==> src/rtl/hilo_mult_sequencer_if.sv <==
// Issue/response bundle between the pipeline and the HI/LO multiply sequencer.
interface hilo_mult_sequencer_if #(
    parameter int DATA_W = 32
);
    logic              Start;
    logic [2:0]        Op;
    logic [DATA_W-1:0] A;
    logic [DATA_W-1:0] B;
    logic              MfRead;
    logic              Busy;
    logic              Stall;
    logic              Done;
    logic [DATA_W-1:0] HiOUT;
    logic [DATA_W-1:0] LoOUT;

    modport master (
        output Start, Op, A, B, MfRead,
        input  Busy, Stall, Done, HiOUT, LoOUT
    );

    modport slave (
        input  Start, Op, A, B, MfRead,
        output Busy, Stall, Done, HiOUT, LoOUT
    );
endinterface

==> src/rtl/hilo_mult_sequencer.sv <==
// Iterative radix-2 multiply/accumulate unit owning the architectural HI/LO pair.
module hilo_mult_sequencer #(
    parameter int DATA_W = 32
) (
    input logic                 Clk,
    input logic                 Rst,
    hilo_mult_sequencer_if.slave bus
);
    localparam logic [2:0] OP_MULT  = 3'b000;
    localparam logic [2:0] OP_MULTU = 3'b001;
    localparam logic [2:0] OP_MADD  = 3'b010;
    localparam logic [2:0] OP_MSUB  = 3'b011;
    localparam logic [2:0] OP_MTHI  = 3'b100;
    localparam logic [2:0] OP_MTLO  = 3'b101;
    localparam logic [5:0] CNT_LAST = 6'(DATA_W - 1);

    typedef enum logic [1:0] {IDLE, MUL, ACC} state_t;

    state_t                     state, state_nxt;
    logic                       mul_go, mthi_go, mtlo_go, acc_go;
    logic                       signed_op;
    logic [5:0]                 cnt;
    logic [2:0]                 op_q;
    logic                       neg_q;
    logic [2*DATA_W-1:0]        mcand;
    logic [DATA_W-1:0]          mplier;
    logic [2*DATA_W-1:0]        prod;
    logic [DATA_W-1:0]          hi_q, lo_q;
    logic signed [DATA_W-1:0]   a_s, b_s;

    // Magnitude of a two's-complement operand; the most negative value maps to 2^(W-1).
    function automatic logic [DATA_W-1:0] magnitude(input logic signed [DATA_W-1:0] v,
                                                    input logic is_signed);
        if (is_signed && v < 0)
            return $unsigned(-v);
        return $unsigned(v);
    endfunction

    function automatic logic [2*DATA_W-1:0] apply_sign(input logic [2*DATA_W-1:0] mag,
                                                       input logic neg);
        return neg ? -mag : mag;
    endfunction

    // Final HI/LO value; MADD/MSUB wrap modulo 2^(2W).
    function automatic logic [2*DATA_W-1:0] accumulate(input logic [2:0] op,
                                                       input logic [2*DATA_W-1:0] hilo,
                                                       input logic [2*DATA_W-1:0] p);
        case (op)
            OP_MADD: return hilo + p;
            OP_MSUB: return hilo - p;
            default: return p;
        endcase
    endfunction

    assign a_s       = bus.A;
    assign b_s       = bus.B;
    assign signed_op = (bus.Op != OP_MULTU);

    always_ff @(posedge Clk) begin
        if (Rst)
            state <= IDLE;
        else
            state <= state_nxt;
    end

    always_comb begin
        state_nxt = state;
        mul_go    = 1'b0;
        mthi_go   = 1'b0;
        mtlo_go   = 1'b0;
        acc_go    = 1'b0;
        case (state)
            IDLE: begin
                if (bus.Start) begin
                    if (bus.Op[2] == 1'b0) begin
                        mul_go    = 1'b1;
                        state_nxt = MUL;
                    end else if (bus.Op == OP_MTHI) begin
                        mthi_go = 1'b1;
                    end else if (bus.Op == OP_MTLO) begin
                        mtlo_go = 1'b1;
                    end
                end
            end
            MUL: begin
                if (cnt == CNT_LAST)
                    state_nxt = ACC;
            end
            ACC: begin
                acc_go    = 1'b1;
                state_nxt = IDLE;
            end
            default: state_nxt = IDLE;
        endcase
    end

    always_ff @(posedge Clk) begin
        if (Rst) begin
            cnt      <= '0;
            op_q     <= OP_MULT;
            neg_q    <= 1'b0;
            mcand    <= '0;
            mplier   <= '0;
            prod     <= '0;
            hi_q     <= '0;
            lo_q     <= '0;
            bus.Done <= 1'b0;
        end else begin
            bus.Done <= acc_go | mthi_go | mtlo_go;
            // Operands latched as magnitudes; the sign is folded back in at ACC.
            if (mul_go) begin
                mcand  <= {{DATA_W{1'b0}}, magnitude(a_s, signed_op)};
                mplier <= magnitude(b_s, signed_op);
                prod   <= '0;
                op_q   <= bus.Op;
                neg_q  <= signed_op & (bus.A[DATA_W-1] ^ bus.B[DATA_W-1]);
                cnt    <= '0;
            end else if (state == MUL) begin
                if (mplier[0])
                    prod <= prod + mcand;
                mcand  <= mcand << 1;
                mplier <= mplier >> 1;
                cnt    <= cnt + 6'd1;
            end
            if (acc_go)
                {hi_q, lo_q} <= accumulate(op_q, {hi_q, lo_q}, apply_sign(prod, neg_q));
            if (mthi_go)
                hi_q <= bus.A;
            if (mtlo_go)
                lo_q <= bus.A;
        end
    end

    assign bus.Busy  = (state != IDLE);
    assign bus.Stall = bus.Busy & (bus.Start | bus.MfRead);
    assign bus.HiOUT = hi_q;
    assign bus.LoOUT = lo_q;
endmodule

==> src/flat_wrapper.sv <==
// flat-port wrapper written by rule: the top's interface ports become plain ports
module hilo_mult_sequencer_flat 
#(
    parameter int DATA_W = 32
)
  (Clk, Rst, bus_Start, bus_Op, bus_A, bus_B, bus_MfRead, bus_Busy, bus_Stall, bus_Done, bus_HiOUT, bus_LoOUT);
  hilo_mult_sequencer_if #(.DATA_W(DATA_W)) bus_i ();
  input logic Clk;
  input logic Rst;
  input wire logic [$bits(bus_i.Start)-1:0] bus_Start;
  input wire logic [$bits(bus_i.Op)-1:0] bus_Op;
  input wire logic [$bits(bus_i.A)-1:0] bus_A;
  input wire logic [$bits(bus_i.B)-1:0] bus_B;
  input wire logic [$bits(bus_i.MfRead)-1:0] bus_MfRead;
  output wire logic [$bits(bus_i.Busy)-1:0] bus_Busy;
  output wire logic [$bits(bus_i.Stall)-1:0] bus_Stall;
  output wire logic [$bits(bus_i.Done)-1:0] bus_Done;
  output wire logic [$bits(bus_i.HiOUT)-1:0] bus_HiOUT;
  output wire logic [$bits(bus_i.LoOUT)-1:0] bus_LoOUT;
  assign bus_i.Start = bus_Start;
  assign bus_i.Op = bus_Op;
  assign bus_i.A = bus_A;
  assign bus_i.B = bus_B;
  assign bus_i.MfRead = bus_MfRead;
  assign bus_Busy = bus_i.Busy;
  assign bus_Stall = bus_i.Stall;
  assign bus_Done = bus_i.Done;
  assign bus_HiOUT = bus_i.HiOUT;
  assign bus_LoOUT = bus_i.LoOUT;
  hilo_mult_sequencer #(.DATA_W(DATA_W)) u_core (.Clk(Clk), .Rst(Rst), .bus(bus_i));
endmodule
==> config.mk <==
export PLATFORM = sky130hd
export DESIGN_NAME = hilo_mult_sequencer_flat
export DESIGN_NICKNAME = d
export VERILOG_FILES = /design/src/rtl/hilo_mult_sequencer_if.sv /design/src/rtl/hilo_mult_sequencer.sv /design/src/flat_wrapper.sv
export SDC_FILE = /design/constraint.sdc
export NUM_CORES = 1
export LEC_CHECK = 0
export ABC_AREA = 1
export CAP_MARGIN = 0
export CORE_MARGIN = 2
export CORE_UTILIZATION = 60
export CTS_BUF_LIST = sky130_fd_sc_hd__clkbuf_4
export CTS_CLUSTER_SIZE = 40
export DETAILED_ROUTE_END_ITERATION = 7
export PLACE_DENSITY = 0.88
export SLEW_MARGIN = 15
export SYNTH_ARGS = -nofsm -noshare
export SYNTH_HDL_FRONTEND = slang
export SYNTH_SLANG_ARGS = --single-unit
export TNS_END_PERCENT = 20
==> constraint.sdc <==
create_clock -name Clk -period 8.5 [get_ports Clk]
set_input_delay 1.275 -clock Clk [delete_from_list [all_inputs] [get_ports Clk]]
set_output_delay 1.275 -clock Clk [all_outputs]
set_load 0.005 [all_outputs]
* Word level (Yosys, flattened, before mapping) *
Cells that the tools add are included.

word-level totals
  bits in registers = 237
  bits in latches = 0
  bits in writable memories = 0
  bits in read-only memories = 0
  input bits = 71
  output and inout bits = 67
  word-level logic and storage cells = 84
  memories kept = 0

operators by class
  $add $sub $neg = 7
  multipliers = 0
  divide/modulo/power cells = 0
  $lt $le $gt $ge = 2
  eq/ne operators = 11
  shifts and indexed selects = 0
  muxes and demuxes = 37
  bitwise operators = 6
  reduce and logical (&&, ||, !) cells = 10

operator list
  operator                                                     count
  two-way mux 32 bit                                           12
  adder 64 bit                                                 2
  one-hot mux 64 bit (2 select lines)                          1
  less-than comparator 32 x 1 -> 1 bit, second input constant  2
  two-way mux 64 bit                                           1
  negation 32 bit                                              2
  negation 64 bit                                              1
  subtractor 64 bit                                            1
  two-way mux 1 bit                                            19
  nonzero test 2 bit                                           4
  adder 6 x 1 -> 6 bit, second input constant                  1
  equality test 3 x 2 -> 1 bit, second input constant          2
  equality test 3 bit, second input constant                   2
  equality test 6 x 5 -> 1 bit, second input constant          1
  two-way mux 2 bit                                            3
  inequality test 2 bit, second input constant                 2
  one-hot mux 2 bit (2 select lines)                           1
  inequality test 3 x 1 -> 1 bit, second input constant        1
  OR 1 bit                                                     3
  AND reduction 3 bit                                          1
  AND 1 bit                                                    2
  equality test 2 x 1 -> 1 bit, second input constant          1
  equality test 2 bit, second input constant                   1
  logical AND 1 bit                                            2
  5 further kinds                                              5

* Longest topological paths before layout *
  depth after elaboration = 7
  depth in mapped cells = 35
  mapped depth without buffers = 35

* Worst setup path before layout *
Ideal clock, no wire load.

  kind = register -> register
  start point = register u_core.prod[0]
  end point = register u_core.hi_q[0] (netlist: u_core.bus.HiOUT[0])
  library setup time = 134 ps
  arrival = 4,025 ps
  data required time = 8,366 ps
  slack = 4,341 ps
  stages on the path, launching flop included = 30
  buffers on the path = 0
  period minus slack after synthesis = 4,159 ps
  cells stage by stage = dfxtp_1 > inv_1 > ha_1 > inv_1 > nand2_1 > nand3_1 > nand2_1 > nor2_1 > nand3_1 > nor2_2 > nand3_2 > nor2_4 > nand2_1 > o41ai_1 > xnor2_1 > inv_1 > ha_1 > a21o_1 > a31o_2 > a21oi_1 > o21ai_0 > a21oi_1 > inv_1 > nand2_1 > nand2_1 > nand2_1 > nand2_1 > or2_2 > nand3_1 > a31oi_1

between the ends
  longest elaborated chain between the ends = 6
  elaborated cells on any way between the ends = 7
  classes of those cells = add/sub (3); mux (4)

RTL lines
  what                                                      RTL line                                              source
  start, declared                                           hilo_mult_sequencer.sv:27                             logic [2*DATA_W-1:0] prod;
  start signal, assigned                                    hilo_mult_sequencer.sv:120                            prod <= prod + mcand;
  negation 64 bit                                           hilo_mult_sequencer.sv:41                             return neg ? -mag : mag;
  two-way mux 64 bit (*)                                    hilo_mult_sequencer.sv:41
  subtractor 64 bit / adder 64 bit (equally long branches)  hilo_mult_sequencer.sv:50, hilo_mult_sequencer.sv:49
  one-hot mux 64 bit (2 select lines) (*)                   hilo_mult_sequencer.sv:48                             case (op)
  two-way mux 32 bit (*)                                    hilo_mult_sequencer.sv:125                            if (acc_go)
  two-way mux 32 bit (*)                                    hilo_mult_sequencer.sv:127                            if (mthi_go)
  end signal, assigned                                      hilo_mult_sequencer.sv:126                            {hi_q, lo_q} <= accumulate(op_q, {hi_q, lo_q}, apply_sign(prod, neg_q));
  end signal, assigned                                      hilo_mult_sequencer.sv:128                            hi_q <= bus.A;
  end, declared                                             hilo_mult_sequencer.sv:28                             logic [DATA_W-1:0] hi_q, lo_q;

Mark *: on every way between the ends. The rest lies on a longest branch, timed or not. The select of a mux whose other input is x is not followed.
A chain may end at the register's enable or synchronous reset.

* Worst setup path after layout *
  start point = register u_core.neg_q
  end point = register u_core.hi_q[24] (netlist: u_core.bus.HiOUT[24])

between the ends
  longest elaborated chain between the ends = 5
  elaborated cells on any way between the ends = 6
  classes of those cells = add/sub (2); mux (4)

RTL lines
  what                                                      RTL line                                              source
  start, declared                                           hilo_mult_sequencer.sv:24                             logic neg_q;
  start signal, assigned                                    hilo_mult_sequencer.sv:116                            neg_q <= signed_op & (bus.A[DATA_W-1] ^ bus.B[DATA_W-1]);
  two-way mux 64 bit (*)                                    hilo_mult_sequencer.sv:41
  subtractor 64 bit / adder 64 bit (equally long branches)  hilo_mult_sequencer.sv:50, hilo_mult_sequencer.sv:49
  one-hot mux 64 bit (2 select lines) (*)                   hilo_mult_sequencer.sv:48
  two-way mux 32 bit (*)                                    hilo_mult_sequencer.sv:125
  two-way mux 32 bit (*)                                    hilo_mult_sequencer.sv:127

Marks and branches as above.

==> flow_summary_export.csv <==
group,metric,value,unit
global_routing,grt_pass1_vias,26100,
hold_path,hp-class,"flip-flop to flip-flop",
routing,wl_met1,38000,um
worst_setup_path,crit_fanout,38,
final_layout,syn_to_final_growth,10.6,%
cts,cts-root-buf,"clkbuf_4",
global_routing,track_usage,0.444,
timing,hold_viol,0,
timing,worst_slew_pin_slew,1.16,ns
power,ir_worst_vdd,0.102,mV
routing,met3_length,11800,um
cts,clock_latency,0.85,ns
power,switching_share,0.463,
global_routing,antenna_found_initial,2,
power,powerDensity,167,nW/um2
power,intPower,2.40,mW
global_routing,grt-ovfl-total,0,
synth,synth_fp_nets,4332,
worst_setup_path,cp-end-kind,"flip-flop",
final_layout,area.sequential,4750,um2
routing,routed.top_layer,"met4",
die,start_util,0.608,
synth,synth_top_cell_by_area,"dfxtp_1",
synth,yosysMostFrequentCell,"nand2_1",
synth,yosys-top-cells-area,"dfxtp_1 20%, nand2_1 15%, a21oi_1 9.5%, inv_1 8.9%, nor2_1 7.7%",
worst_setup_path,crit_type,"flip-flop to flip-flop",
synth,syn_area,24200,um2
synth,synth_seq_area_share,0.196,
routing,wire_per_inst,19.8,um
outcome,status,"finished clean",
routing,drt-total-wl,95300,um
worst_setup_path,critPathArrivalTime,6.38,ns
synth,async_reset_ff_frac,0,
final_layout,finalNetCount,4441,
routing,ant_nets,0,
routing,firstDrtPassIters,8,
synth,synth-edff-count,0,
cts,clkTransAtPathRegs,0.07,ns
power,leakage,13.4,nW
cts,postCtsHoldBufs,0,
timing,fmax,175,MHz
synth,synth_common_cells,"970 x nand2_1, 576 x inv_1, 499 x nor2_1, 461 x a21oi_1, 262 x o21ai_0",
final_layout,drive_above_1_share,0.0614,
routing,viasPerCell,6.04,
final_layout,nFillCells,3891,
die,ios,138,
cts,h-tree-depth,3,
synth,yosys_most_used_dff,"dfxtp_1",
placement,dp_hpwl,75400,um
synth,avgSynthCellArea,5.87,um2
worst_setup_path,start_kind,"flip-flop",
timing,finalSetupViolCount,0,
worst_setup_path,required,9.18,ns
routing,drt_iter0_markers,3625,
timing,rsz0062_at_grt,"no",
timing,post-route-min-period,5.70,ns
placement,gp_congestion,1.04,
cts,clock_sinks,237,
cts,tritoncts,"done",
die,die_area,42000,um2
power,power_frac_comb,0.482,
cts,post_cts_buffers,0,
timing,fin_skew,0.0611,ns
die,num_rows,73,
synth,synth_cells,4129,
final_layout,multi_input_area,16800,um2
cts,cts_buffers,72,
timing,tns,0,ns
timing,slew_viol_final,0,
die,die_x,205,um
timing,min_period_over_period,0.671,
synth,synthDistinctLibCells,60,
die,fp.dieH,205,um
power,clkPwrFrac,0.251,
power,power,4.46,mW
power,power_frac_seq,0.267,
flow_run,cap_violations,0,
global_routing,grt_max_degree,86,
synth,synth_top_area_share,0.196,
routing,met2WireLength,39300,um
synth,synth_seq_cells,237,
placement,io_buffers,137,
cts,postCtsResizedCells,0,
synth,yosysWarnings,0,
cts,clock_path_buffers,3,
routing,vias,29000,
power,p_sw,2.07,mW
die,coreArea,39800,um2
global_routing,grt_pass1_wl,144000,um
timing,relSlewSlack,0.223,
routing,route.detailed.drc,0,
-- cell families after synthesis --
logic type,count (synthesis),share of synthesized area
buffers and inverters,711,0.111
and+or+nand+nor,1892,0.332
xor gates and xnor gates,165,0.0597
DFF,237,0.196
AOI/OAI and AO/OA,992,0.233
adders and majority gates,132,0.0688
-- flip-flops by register name (all words and copies together) (netlist names) --
signal and cells:
u_core.bus.Done 1, u_core.bus.HiOUT 32, u_core.bus.LoOUT 32, u_core.cnt 6, u_core.mcand 64, u_core.mplier 32, u_core.neg_q 1, u_core.op_q 3
u_core.prod 64, u_core.state 2
-- final cells by class --
| class | instances | area share |
|---|---|---|
| clock buffer | 97 | 0.0272 |
| sequential | 237 | 0.177 |
| inverter | 590 | 0.0827 |
| timing repair buffer | 156 | 0.0563 |
| antenna | 3 | 0.000280 |
| tap | 525 | 0.0245 |
| multi-input combinational | 3181 | 0.628 |
| clock inverter | 19 | 0.00434 |
-- stage by stage --
stage	utilization	hold WS [ns]	area (um2)	std cells	setup slack (ns)
final	0.673	0.467	26800	4808	2.80
after floorplan	-	0.416	24200	4129	4.34
after CTS	0.673	0.463	26800	4805	3.01
after detailed placement	0.651	0.453	25900	4689	3.07
after global routing	0.673	0.485	26800	4808	2.49
after global placement	0.651	0.450	25900	4689	3.10
-- power groups by stage --
stage / clock (mW) / sequential, mW / combinational (mW)
finish: 1.12 / 1.19 / 2.15
global route: 1.17 / 1.19 / 2.34
CTS: 1.13 / 1.19 / 2.07
detailed placement: 0 / 1.21 / 2.06
global placement: 0 / 1.21 / 2.05
floorplan: 0 / 1.19 / 1.48
-- layer usage --
layer | vias up | GRT usage
li1 | 13900 | -
met4 | 0 | 0.259
met1 | 13100 | 0.584
met3 | 332 | 0.101
met2 | 1779 | 0.663
met5 | - | 0
-- worst max-delay path, cell delays in order, from the launching register on --
cell       delay (ns)
dfxtp_2          0.77
inv_2            0.33
o21ai_1          0.42
nand2_1          0.09
nor2_1           0.20
nand3_1          0.16
nor2_2           0.20
nand3_2          0.13
nor2_4           0.16
nand2_4          0.10
nor2_2           0.11
nand2_2          0.08
nor2_1           0.09
nand2_1          0.09
nand2_1          0.10
xor2_1           0.31
ha_1             0.38
a21oi_1          0.22
nor2_1           0.06
nor2_1           0.16
o21ai_0          0.18
a21oi_1          0.15
nand3_1          0.23
nand3_1          0.15
o2111ai_1        0.17
or2_2            0.32
nand3_1          0.07
a21oi_1          0.07
-- cells in the final DEF, fill, tap and decap left out, drive strengths merged, types with 12 or more instances in the layout --
master         instances
a21o                  22
a21oi                464
a31oi                 80
buf                   20
clkbuf                97
clkdlybuf4s50        136
clkinv                18
dfxtp                237
ha                   130
inv                  587
nand2               1000
nand3                221
nand3b                12
nand4                 35
nor2                 526
nor3                  38
nor4                  18
o211ai                16
o21a                  13
o21ai                279
o221ai                64
or2                   34
xnor2                 50
xor2                 115
-- worst paths after layout --
path	end	slack, ns	depth (start not counted)	startpoint
min	u_core.mplier[9]$_SDFFE_PP0P_	0.47	2	u_core.mplier[9]$_SDFFE_PP0P_
max reg2reg	u_core.bus.HiOUT[24]$_SDFFE_PP0P_	2.80	27	u_core.neg_q$_SDFFE_PP0P_
max	u_core.bus.HiOUT[24]$_SDFFE_PP0P_	2.80	27	u_core.neg_q$_SDFFE_PP0P_
min reg2reg	u_core.mplier[9]$_SDFFE_PP0P_	0.47	2	u_core.mplier[9]$_SDFFE_PP0P_
No activity file was read; power rests on OpenSTA's default activity.
